File: src/rtl/csa_resolve.sv
// Carry-save resolver: folds the redundant pair from the 4x5 reduction stage into a
// binary sum and its rounded average through a 2-stage valid/ready pipeline.
module csa_resolve #(
    parameter int W = 7
) (
    input  logic         clk,
    input  logic         rst_n,
    input  logic [W-1:0] in_a,
    input  logic [W-1:0] in_b,
    input  logic         in_valid,
    output logic         in_ready,
    output logic [W:0]   out_sum,
    output logic [W-1:0] out_avg,
    output logic         out_valid,
    input  logic         out_ready,
    output logic         out_ovf,
    output logic [15:0]  out_cnt
);

    localparam logic [W:0]   OVF_LIMIT  = (W+1)'(32'd124);
    localparam logic [W+1:0] ROUND_BIAS = (W+2)'(32'd2);

    logic         s1_valid_r;
    logic [3:0]   s1_lo_r;
    logic         s1_c4_r;
    logic [W-5:0] s1_a_hi_r;
    logic [W-5:0] s1_b_hi_r;

    logic [4:0]   lo_s;
    logic [W-4:0] hi_s;
    logic [W:0]   sum_s;
    logic         s2_load_s;
    logic         in_fire_s;
    logic         out_fire_s;

    // Low-nibble add, high-part resolve and handshake qualifiers
    always_comb begin
        lo_s       = {1'b0, in_a[3:0]} + {1'b0, in_b[3:0]};
        hi_s       = {1'b0, s1_a_hi_r} + {1'b0, s1_b_hi_r} + {{(W-4){1'b0}}, s1_c4_r};
        sum_s      = {hi_s, s1_lo_r};
        s2_load_s  = !out_valid || out_ready;
        in_ready   = !s1_valid_r || s2_load_s;
        in_fire_s  = in_valid && in_ready;
        out_fire_s = out_valid && out_ready;
    end

    // Stage 1: capture the low-nibble result and the untouched high parts
    always_ff @(posedge clk) begin
        if (!rst_n) begin
            s1_valid_r <= 1'b0;
            s1_lo_r    <= 4'd0;
            s1_c4_r    <= 1'b0;
            s1_a_hi_r  <= '0;
            s1_b_hi_r  <= '0;
        end else begin
            if (in_ready) begin
                s1_valid_r <= in_valid;
            end
            if (in_fire_s) begin
                s1_lo_r   <= lo_s[3:0];
                s1_c4_r   <= lo_s[4];
                s1_a_hi_r <= in_a[W-1:4];
                s1_b_hi_r <= in_b[W-1:4];
            end
        end
    end

    // Stage 2: resolved sum, rounded average and sticky overflow
    always_ff @(posedge clk) begin
        if (!rst_n) begin
            out_valid <= 1'b0;
            out_sum   <= '0;
            out_avg   <= '0;
            out_ovf   <= 1'b0;
        end else if (s2_load_s) begin
            out_valid <= s1_valid_r;
            if (s1_valid_r) begin
                out_sum <= sum_s;
                out_avg <= W'(({1'b0, sum_s} + ROUND_BIAS) >> 2);
                if (sum_s > OVF_LIMIT) begin
                    out_ovf <= 1'b1;
                end
            end
        end
    end

    // Consumed-result counter, wraps naturally at 16 bits
    always_ff @(posedge clk) begin
        if (!rst_n) begin
            out_cnt <= 16'd0;
        end else if (out_fire_s) begin
            out_cnt <= out_cnt + 16'd1;
        end
    end

endmodule

File: config.mk
export PLATFORM = sky130hd
export DESIGN_NAME = csa_resolve
export DESIGN_NICKNAME = d
export VERILOG_FILES = /design/src/rtl/csa_resolve.sv
export SDC_FILE = /design/constraint.sdc
export NUM_CORES = 1
export LEC_CHECK = 0
export CELL_PAD_IN_SITES_DETAIL_PLACEMENT = 1
export CELL_PAD_IN_SITES_GLOBAL_PLACEMENT = 1
export CORE_MARGIN = 2
export CORE_UTILIZATION = 37
export CTS_CLUSTER_DIAMETER = 60
export CTS_CLUSTER_SIZE = 10
export DETAILED_ROUTE_END_ITERATION = 8
export PLACE_DENSITY = 0.81
export SETUP_SLACK_MARGIN = 0.4
export SYNTH_ARGS = -nofsm -noshare
export SYNTH_HDL_FRONTEND = slang
export SYNTH_SLANG_ARGS = --single-unit
File: constraint.sdc
create_clock -name clk -period 2.45 [get_ports clk]
set_clock_uncertainty 0.05 [all_clocks]
set_input_delay 0.49 -clock clk [delete_from_list [all_inputs] [get_ports clk]]
set_output_delay 0.49 -clock clk [all_outputs]
set_load 0.1 [all_outputs]
==> results.tsv <==
metric	value	unit
fp.dieW	80.60	um
critical-path-max-stage-delay	0.54	ns
synth_top_area_share	41.50	%
via_count	1853	
finalHoldViolCount	0	
vias_per_cell	5.035	
power.density	548.3	mW/mm^2
worstReg2RegStart	s1_a_hi_r[0]$_SDFFE_PN0P_	
post-route-period-util	91.84	%
max_freq	444.4	MHz
ys_types	43	
setup-violations-final	0	
syn_nets	268	
synthArstFlopShare	0	%
cts_tree	built	
drt_wl_total	4974	um
grt_pass1_vias	1895	
core-area	0.005574	sq mm
crit_top_cell	fa_2	
min_path_type	reg -> reg	
port_buffers	51	
htreeDepth	2	
crit_path_start	s1_a_hi_r[0]$_SDFFE_PN0P_	
critPathKind	reg -> reg	
antenna_cells	0	
slew_headroom	65.75	%
critPathRequiredTime	2.63	ns
power.leakage	1.238	nW
ys_top_cells_by_area	dfxtp_1 (41%), nand2_1 (8.6%), a21boi_0 (6.6%), ha_1 (4.6%), xnor2_1 (4.0%)	
reg2regPathDepth	6	
synth_top_area_cell	dfxtp_1	
worst_setup_path_start_kind	flip-flop	
finalCriticalPeriod	2.250	ns
mostFrequentLayoutCell	nand2_1	
syn2layout_area_growth	30.20	%
wl_per_cell	13.52	um
ioPinCount	52	
status	finished, final reports clean	
first_pass_iters	4	
hpwlAfterDp	3792	um
antenna_found_initial	0	
cp_cell_sequence	fa_2, fa_2, and3_4, nand2_2, or4_4, a21boi_2	
yosys_warnings	0	
cp_slowest_cell	fa_2	
ys_ff_latch	45	
first_iter_violations	50	
slew_violations	0	
r2r_slack	0.20	ns
worstMarginPinSlew	0.5137	ns
worstPathMaxFanout	3	
crit_path_end	out_avg[6]$_SDFFE_PN0P_	
ys_seq_area_share	41.50	%
tns	0	ns
rows	27	
drc_errors	0	
cp.arrival	2.43	ns
cp-end-kind	flip-flop	
fp.dieH	80.60	um
start_util	38.95	%
syn_avg_cell_area	9.083	sq um
grt_max_degree	31	
numCtsBuffers	5	
power	1.550	mW
grt-ovfl-total	0	
fillerInstances	668	
grt_setup_unrepaired	yes	
holdBufCountCts	0	
nets	324	
gp_congestion	0.7598	
drv_cap	0	
syn_area	0.002171	sq mm
clock_latency	0.29	ns
postRouteAntennaNets	0	
worstReg2RegEnd	out_avg[6]$_SDFFE_PN0P_	
root_buffer	clkbuf_8	
cts_buffer_depth	2	
syn-instance-count	239	
ir_worst_vdd	0.2127	mV
grt_use_total	17.01	%
synthFlopType	dfxtp_1	
drive_gt1_share	23.99	%
dieArea	0.006496	sq mm
fin_util	50.71	%
cts.sinks	45	
grt_pass1_wl	8652	um
clk_pin_slew	0.08	ns
layout_common_cells	nand2_1 (50), buf_4 (41), dfxtp_1 (34), clkdlybuf4s50_1 (16)	
synth_edf_count	0	
-- repair_timing --
action / 4_1_cts / 5_1_grt
setup buffers: 2 / 1
setup endpoints to repair: 4 / 3
pin swaps: 1 / 3
resized for setup: 2 / 5
-- cells by family after synthesis --
logic type                 after synthesis  share of synthesized area (%)
AOI/OAI and AO/OA                       43                          14.24
xor gates and xnor gates                16                          6.801
adders and majority gates               11                          7.378
buffers and inverters                   17                          3.631
DFF                                     45                          41.50
muxes                                    3                          1.383
and+or+nand+nor                        104                          25.07
-- area by class of cell --
cell class,count,area [sq um],share of cell area (%)
Clock buffer,8,90.09,3.187
Inverter,7,26.28,0.9296
Tap cell,72,90.09,3.187
Sequential cell,45,917.1,32.45
Multi-Input combinational cell,177,1206,42.67
Timing Repair Buffer,59,496.7,17.57
-- how the worst min path moves through the flow --
stage,from,to,slack [ns],depth (start not counted)
global route,out_ovf$_SDFFE_PN0P_,out_ovf$_SDFFE_PN0P_,0.43,2
CTS,out_sum[5]$_SDFFE_PN0P_,out_sum[5]$_SDFFE_PN0P_,0.42,2
finish,out_ovf$_SDFFE_PN0P_,out_ovf$_SDFFE_PN0P_,0.40,2
floorplan,s1_b_hi_r[2]$_SDFFE_PN0P_,s1_b_hi_r[2]$_SDFFE_PN0P_,0.39,2
global placement,out_avg[6]$_SDFFE_PN0P_,out_avg[6]$_SDFFE_PN0P_,0.40,2
detailed placement,out_ovf$_SDFFE_PN0P_,out_ovf$_SDFFE_PN0P_,0.40,2
-- stage by stage --
| step | hold slack [ns] | cells | cell area [sq um] | setup slack (ns) |
|---|---|---|---|---|
| floorplan | 0.3935 | 239 | 2195 | 0.07248 |
| global placement | 0.3953 | 357 | 2704 | 0.2099 |
| detailed placement | 0.4015 | 357 | 2704 | 0.1594 |
| CTS | 0.4190 | 367 | 2810 | 0.2157 |
| global route | 0.4252 | 368 | 2826 | 0.1303 |
| finish | 0.3996 | 368 | 2826 | 0.1999 |
-- power breakdown --
group          internal [mW]  switching [mW]  total (mW)
sequential             0.759          0.0281       0.787
clock                  0.230           0.234       0.464
combinational          0.106           0.192       0.298
total                   1.10           0.454        1.55
-- critical path, delay by kind of cell (launching register included) --
kind,cells,cell delay (ns)
compound gates,1,0.14
flops,1,0.34
simple gates,3,0.71
fa+ha+maj,2,0.94
-- synthesized netlist by cell type (2+ instances only) --
cell	number
nand2_1	50
dfxtp_1	45
a21boi_0	19
and2_1	12
nand3_1	12
xnor2_1	10
ha_1	8
inv_1	7
o21ai_0	6
clkbuf_1	5
nand4_1	5
o211a_1	5
xor2_1	5
a21oi_1	4
a21o_1	3
buf_2	3
fa_1	3
mux2i_1	3
nand2b_1	3
nor2_1	3
a21boi_1	2
and4_1	2
nand2_2	2
nor3_1	2
or3_1	2
-- sequential cells by signal, summed over array words and instances (netlist names) --
name and flops:
out_cnt 16, out_sum 8, out_avg 7, s1_lo_r 4
s1_a_hi_r 3, s1_b_hi_r 3, out_ovf 1, out_valid 1
s1_c4_r 1, s1_valid_r 1
-- per-layer routing --
metal	GRT usage (%)	part of all wire (%)	vias up
met5	0	0	-
met4	6.780	1.9	0
met3	2.584	3.7	9
met2	28.75	47	40
met1	21.62	47	878
li1	-	-	926
Note: power is estimated with default switching activity, not from simulation.
